### config.mk
export PLATFORM = sky130hd
export DESIGN_NAME = env_vca
export DESIGN_NICKNAME = d
export VERILOG_FILES = /design/src/rtl/env_vca.sv
export SDC_FILE = /design/constraint.sdc
export NUM_CORES = 1
export LEC_CHECK = 0
export CORE_ASPECT_RATIO = 1.5
export CORE_MARGIN = 8
export CORE_UTILIZATION = 60
export DETAILED_ROUTE_END_ITERATION = 8
export PLACE_DENSITY = 0.91
export SYNTH_ARGS = -nofsm -noshare
export SYNTH_HDL_FRONTEND = slang
export SYNTH_SLANG_ARGS = --single-unit
### constraint.sdc
create_clock -name clk -period 3.33 [get_ports clk]
set_input_delay 0.999 -clock clk [delete_from_list [all_inputs] [get_ports clk]]
set_output_delay 0.999 -clock clk [all_outputs]
set_load 0.03 [all_outputs]
### src/rtl/env_vca.sv
// env_vca: envelope-controlled amplifier for the synth voice.
// Each accepted signed sample is multiplied by the latched unsigned envelope
// level with a bit-serial shift-add multiplier, one gain bit per cycle, LSB
// first. The result is rescaled by 2^nbit_data with floor rounding. Full-scale
// gain bypasses the multiplier, so the sample passes through unchanged.
//
// Ports:
//   clk, rstn        clock, asynchronous active-low reset
//   smp_in           signed input sample
//   smp_valid        single-cycle strobe qualifying smp_in
//   env              unsigned envelope level
//   env_active       voice active; gain forced to 0 when low
//   smp_out          signed scaled sample, held between strobes
//   smp_out_valid    one-cycle pulse when smp_out updates
//   busy             multiplier occupied, new samples are dropped
//   overrun          one-cycle pulse, smp_valid arrived while busy
//
// state | meaning
// ------+-----------------------------------------------------------
// IDLE  | waiting for smp_valid; accepts and latches sample and gain
// MUL   | one shift-add step per cycle, nbit_data cycles
// DONE  | rescale or bypass result, pulse smp_out_valid
module env_vca #(
   parameter int nbit_data = 6,
   parameter int nbit_smp  = 8
) (
   input  logic                clk,
   input  logic                rstn,
   input  logic [nbit_smp-1:0] smp_in,
   input  logic                smp_valid,
   input  logic [nbit_data-1:0] env,
   input  logic                env_active,
   output logic [nbit_smp-1:0] smp_out,
   output logic                smp_out_valid,
   output logic                busy,
   output logic                overrun
);

   localparam int nbit_acc = nbit_smp + nbit_data;
   localparam int nbit_cnt = $clog2(nbit_data + 1);
   localparam logic [nbit_cnt-1:0] cnt_load = nbit_cnt'(nbit_data - 1);

   typedef enum logic [1:0] {IDLE, MUL, DONE} state_t;

   state_t                      state, state_nxt;
   logic                        accept;
   logic [nbit_smp-1:0]         smp_reg;
   logic [nbit_data-1:0]        gain;
   logic [nbit_data-1:0]        gain_sh;
   logic [nbit_data-1:0]        gain_in;
   logic signed [nbit_acc-1:0]  acc;
   logic signed [nbit_acc-1:0]  mcand;
   logic [nbit_cnt-1:0]         cnt;

   assign gain_in = env_active ? env : '0;
   assign busy    = (state != IDLE);

   always_comb begin
      state_nxt = state;
      accept    = 1'b0;
      case (state)
         IDLE: begin
            if (smp_valid) begin
               accept    = 1'b1;
               state_nxt = MUL;
            end
         end
         MUL: begin
            if (cnt == '0) state_nxt = DONE;
         end
         DONE:    state_nxt = IDLE;
         default: state_nxt = IDLE;
      endcase
   end

   always_ff @(posedge clk or negedge rstn) begin
      if (!rstn) state <= IDLE;
      else       state <= state_nxt;
   end

   // The multiplicand is pre-shifted each step and the working gain copy is
   // shifted down, so bit 0 of gain_sh is always the current gain bit. The
   // original gain is kept for the unity-bypass test in DONE.
   always_ff @(posedge clk or negedge rstn) begin
      if (!rstn) begin
         smp_reg       <= '0;
         gain          <= '0;
         gain_sh       <= '0;
         acc           <= '0;
         mcand         <= '0;
         cnt           <= '0;
         smp_out       <= '0;
         smp_out_valid <= 1'b0;
         overrun       <= 1'b0;
      end else begin
         smp_out_valid <= 1'b0;
         overrun       <= smp_valid && busy;
         case (state)
            IDLE: begin
               if (accept) begin
                  smp_reg <= smp_in;
                  gain    <= gain_in;
                  gain_sh <= gain_in;
                  mcand   <= {{nbit_data{smp_in[nbit_smp-1]}}, smp_in};
                  acc     <= '0;
                  cnt     <= cnt_load;
               end
            end
            MUL: begin
               if (gain_sh[0]) acc <= acc + mcand;
               mcand   <= mcand <<< 1;
               gain_sh <= gain_sh >> 1;
               if (cnt != '0) cnt <= cnt - 1'b1;
            end
            DONE: begin
               // Upper slice of acc is acc >>> nbit_data truncated to the
               // sample width; magnitude never grows, so nothing is lost.
               if (gain == '1) smp_out <= smp_reg;
               else            smp_out <= acc[nbit_acc-1:nbit_data];
               smp_out_valid <= 1'b1;
            end
            default: ;
         endcase
      end
   end

endmodule

==> results of run 1 <==
[power by group]
group,switching [W],internal (W)
Combinational,0.000873,0.000591
Sequential,0.000233,0.00108
Clock,0.000310,0.000346
Total,0.00142,0.00201
[stage by stage]
step | setup slack, ns | util | power [W] | std cells | hold WS [ns]
finish | 0.4372 | 0.7061 | 0.003429 | 460 | 0.4775
global route | 0.3112 | 0.7061 | 0.003667 | 460 | 0.5070
CTS | 0.4141 | 0.7061 | 0.003419 | 460 | 0.4760
detailed placement | 0.7475 | 0.6695 | 0.002751 | 444 | 0.4601
global placement | 0.7999 | 0.6695 | 0.002660 | 444 | 0.4504
floorplan | 1.348 | - | 0.002310 | 358 | 0.4385
[cell families (layout without fill, tap and decap cells)]
| group | Yosys count | in the layout | share of synthesized area |
|---|---|---|---|
| XOR/XNOR | 5 | 5 | 0.01346 |
| AO/OA/AOI/OAI | 108 | 108 | 0.1954 |
| flip-flops | 63 | 63 | 0.4846 |
| multiplexers | 9 | 9 | 0.02769 |
| buffers and inverters | 28 | 60 | 0.03500 |
| AND/OR/NAND/NOR | 129 | 129 | 0.1800 |
| adder cells (fa/ha/maj) | 16 | 16 | 0.06385 |
[per-layer routing]
layer | wire length (um) | GRT usage | vias up
li1 | - | - | 1302
met1 | 3027 | 0.2218 | 1305
met2 | 3909 | 0.3282 | 97
met3 | 420 | 0.05659 | 31
met4 | 310 | 0.1271 | 0
met5 | 0 | 0 | -
[worst min-delay path by stage]
stage / startpoint / to / slack [ns] / cells past startpoint
after floorplan: smp_reg[2] / smp_reg[2] / 0.44 / 2
after global placement: smp_reg[3] / smp_reg[3] / 0.45 / 2
after detailed placement: smp_reg[3] / smp_reg[3] / 0.46 / 2
after CTS: smp_reg[3] / smp_reg[3] / 0.48 / 2
after global routing: rstn / acc[3] / 0.51 / 1
final: smp_reg[3] / smp_reg[3] / 0.48 / 2
[worst max-delay path, stage by stage (launching register included)]
cell             delay, ns
dfrtp_1               0.63
nor2_1                0.17
inv_1                 0.08
clkdlybuf4s50_1       0.66
[area by class of cell]
cell class	count	area, um^2
inverters	11	41.29
multi-input cells	267	1563
clock buffers	9	123.9
clock inverters	7	72.57
repair buffers	33	325.3
flip-flops and latches	63	1577
well taps	70	87.58
fillers	387	1578
[synthesized netlist by cell type (5+ instances only)]
cell type   n
ha_1       15
o21ai_0    48
and3b_1     7
nand2_1    79
nor2_1     14
clkbuf_1   15
dfrtp_1    63
a21o_1      8
nand2b_1    5
mux2i_1     9
a21oi_1    29
nand3_1     6
inv_1      11
==> results_dict.tcl, run 1 <==
set metrics [dict create \
    grt_max_degree 55 \
    synth.ff_latch_count 63 \
    viasPerCell 5.946 \
    fin_crit_ns 2.893 \
    drt_iter0_drc 217 \
    worstSetupPathType "register to primary output" \
    finalSetupViolations 0 \
    fmax_ghz 0.3457 \
    reg2reg_from "mcand[0]" \
    reg_top3 "acc (14), mcand (14)" \
    synth_cells 358 \
    drv_slew 0 \
    dr_total_vias 2735 \
    synth_edf_count 0 \
    yosysSeqAreaShare 0.4846 \
    die_area_mm2 0.008082 \
    worstPathArrival_ns 1.89 \
    final_common_cell "nand2_1" \
    cts_resized 0 \
    dp_hpwl_um 5463 \
    cap_violations 0 \
    io_pins 29 \
    antenna_left 0 \
    fin_tns_setup_ns 0 \
    track_usage 0.1991 \
    diodes 0 \
    hold_buffers 0 \
    port_buffers 28 \
    hold_path.class "register to register" \
    postCtsSetupRepairBufs 0 \
    reg2regPathDepth 9 \
    antenna_found_initial 0 \
    syn-cell-area_mm2 0.003253 \
    drive_gt1_frac 0.07179 \
    fp.coreArea_mm2 0.005368 \
    startpoint_type "register" \
    gr-total-overflow 0 \
    wl_um 7668 \
    rows 33 \
    htree_levels 3 \
    layout_common_cells "nand2_1, dfrtp_1, o21ai_0" \
    yosysWarningCount 0 \
    skew_ns 0.006790 \
    placed_area_mm2 0.003593 \
    r2r_setup_slack_ns 0.72 \
    grt_pass1_vias 2670 \
    hold_viol 0 \
    synth_nets 392 \
    yosysTopAreaCellShare 0.4846 \
    critPathMaxFanout 17 \
    syn_area_per_cell_um2 9.087 \
    synth_flop_cell "dfrtp_1" \
    p_leak_nw 1.793 \
    area_growth_pct 16.50 \
    synthArstFlopShare 1.000 \
    start_util 0.6061 \
    clock_sinks 63 \
    cp-startpoint "state[1]" \
    worstSkewPairLatency_ns 0.35 \
    power_density_mw_per_mm2 904.8 \
    cts_inserted_buffers 9 \
    rsz0062_at_grt "no" \
    gp_congestion 0.9285 \
    dr.pass1.iters 4 \
    critPathRequiredTime_ns 2.33 \
    cts.path.max_buffers 2 \
    cts_tree "built" \
    slew_headroom 0.6253 \
    die_x_um 76.12 \
    wl_per_cell_um 16.67 \
    r2r_end "acc[10]" \
    yosysTopAreaCell "dfrtp_1" \
    drc_errors 0 \
    die_y_um 106.2 \
    fin_crit_sh 0.8687 \
    final_nets 419 \
    crit_end "busy" \
    clk_pin_slew_ns 0.07 \
    worstSetupEndpointType "primary output" \
    root_buffer "clkbuf_8" \
    peakVddDrop_uv 463.3 \
    yosys.cell_types.count 42 \
    worst_slew_pin_slew_ns 0.5606 \
    status "completed" \
    grt_pass1_wl_um 12790 \
    synthTopCellsByArea "dfrtp_1, nand2_1, o21ai_0, ha_1, a21oi_1" \
    design_area_mm2 0.003790 \
]
Power figures use the tool's default switching activity.
==> run 2: changes to the inputs <==
CORE_MARGIN = default   (was 8)
==> run 2 against run 1 <==
Net effect: clock-buffer cell count unchanged; utilization rose by 3.4 points; clock skew up 0.0075 ns; clock power grew 16%; worst hold slack improved by 0.0028 ns; first-iteration DRC count shrank 14%; final cell count decreased by 0.22%; critical path depth unchanged; worst setup slack gained 0.016 ns; die area is 29% lower; sequential share of layout area down 0.35 points; power up 3.0%.
==> results_dict.tcl, run 2 (synthesized netlist as in run 1, its figures left out) <==
set metrics [dict create \
    die_y_um 92.18 \
    worstPathArrival_ns 1.88 \
    area_growth_pct 17.50 \
    start_util 0.6298 \
    finalSetupViolations 0 \
    root_buffer "clkbuf_8" \
    antenna_found_initial 0 \
    final_nets 420 \
    hold_ws_ns 0.4802 \
    hold_viol 0 \
    track_usage 0.2946 \
    dp_hpwl_um 5353 \
    whs_path_depth 2 \
    final_common_cell "nand2_1" \
    p_leak_nw 1.818 \
    reg2regPathDepth 9 \
    viasPerCell 5.993 \
    gp_congestion 0.9652 \
    cp_cell_sequence "nor2_1, inv_1, clkdlybuf4s50_1" \
    fin_crit_sh 0.8641 \
    cts_inserted_buffers 9 \
    final_cells 459 \
    postCtsSetupRepairBufs 0 \
    clock_sinks 63 \
    path_buf_inv 2 \
    gr-total-overflow 0 \
    cts_resized 0 \
    port_buffers 28 \
    rsz0062_at_grt "no" \
    cp_num_cells 3 \
    layout_common_cells "nand2_1, dfrtp_1, o21ai_0" \
    power_density_mw_per_mm2 924.1 \
    drv_slew 0 \
    critPathRequiredTime_ns 2.33 \
    dr_total_vias 2751 \
    fin_tns_setup_ns 0 \
    drive_gt1_frac 0.07417 \
    reg_top3 "acc (14), mcand (14)" \
    fp.coreArea_mm2 0.005165 \
    hold_path.class "register to register" \
    io_pins 29 \
    fillers 332 \
    peakVddDrop_uv 541.6 \
    cts.path.max_buffers 2 \
    grt_max_degree 34 \
    die_area_mm2 0.005726 \
    hold_buffers 0 \
    wl_per_cell_um 16.14 \
    status "completed" \
    r2r_setup_slack_ns 0.91 \
    clk_pin_slew_ns 0.07 \
    dp.cells 443 \
    worst_slew_pin_slew_ns 0.6975 \
    critPathMaxFanout 17 \
    drt_iter0_drc 186 \
    antenna_left 0 \
    worstSetupPathType "register to primary output" \
    startpoint_type "register" \
    diodes 0 \
    fmax_ghz 0.3475 \
    die_x_um 62.12 \
    cap_violations 0 \
    rows 32 \
    wl_um 7407 \
    htree_levels 3 \
    slowest_delay_ns 0.66 \
    slew_headroom 0.5350 \
    crit_family "buffers and inverters" \
    fin_crit_ns 2.877 \
    worstSkewPairLatency_ns 0.36 \
    dr.pass1.iters 5 \
    critPathSlowestCell "clkdlybuf4s50_1" \
    cts_tree "built" \
    worstSetupEndpointType "primary output" \
    grt_pass1_wl_um 12680 \
    skew_ns 0.01426 \
    drc_errors 0 \
    grt_pass1_vias 2722 \
]
run 2: changes by cell type in the layout (fill, tap and decap cells not counted):
cell	change
buf_4	+1
bufinv_16	+1
clkinv_2	-1
clkinv_4	-1
clkinvlp_4	-2
inv_6	+3
run 2: worst min-delay path, cell delays in order (launching register included):
cell	delay (ns)
dfrtp_1	0.34
nand2_1	0.05
o21ai_0	0.06
run 2: worst paths after layout:
path	startpoint	to
max in group asynchronous	rstn	smp_reg[5]
min in group asynchronous	rstn	acc[6]
setup / recovery	state[1]	busy
hold / removal	smp_out[7]	smp_out[7]
hold reg to reg	smp_out[7]	smp_out[7]
setup reg to reg	mcand[0]	acc[12]
run 2: power by group:
group / internal, W / switching (W) / total [W]
logic: 0.000596 / 0.000866 / 0.00146
registers: 0.00108 / 0.000234 / 0.00131
clock network: 0.000430 / 0.000331 / 0.000762
total: 0.00210 / 0.00143 / 0.00353
run 2: cell type report:
cell class	instances	area [um^2]	area share
clock inverter	7	100.1	0.02619
sequential	63	1577	0.4124
multi-input combinational	267	1563	0.4088
timing repair buffer	34	332.8	0.08707
inverter	11	41.29	0.01080
tap	68	85.08	0.02226
clock buffer	9	123.9	0.03241
run 2: stage by stage:
stage	cell area (um^2)	total power, W	worst slack [ns]	util
floorplan	3253	0.002310	1.348	-
global placement	3598	0.002666	0.8066	0.6967
detailed placement	3598	0.002751	0.7346	0.6967
CTS	3822	0.003521	0.4569	0.7401
global route	3822	0.003778	0.3395	0.7401
finish	3822	0.003532	0.4527	0.7401
run 2: per-layer routing:
metal  part of all wire  wire length (um)  global-route usage  vias to the layer above
li1                   -                 -                   -                     1311
met1               0.38              2835              0.3389                     1294
met2               0.51              3790              0.4881                      121
met3              0.068               500             0.06716                       25
met4              0.038               280              0.1957                        0
met5                  0                 0                   0                        -
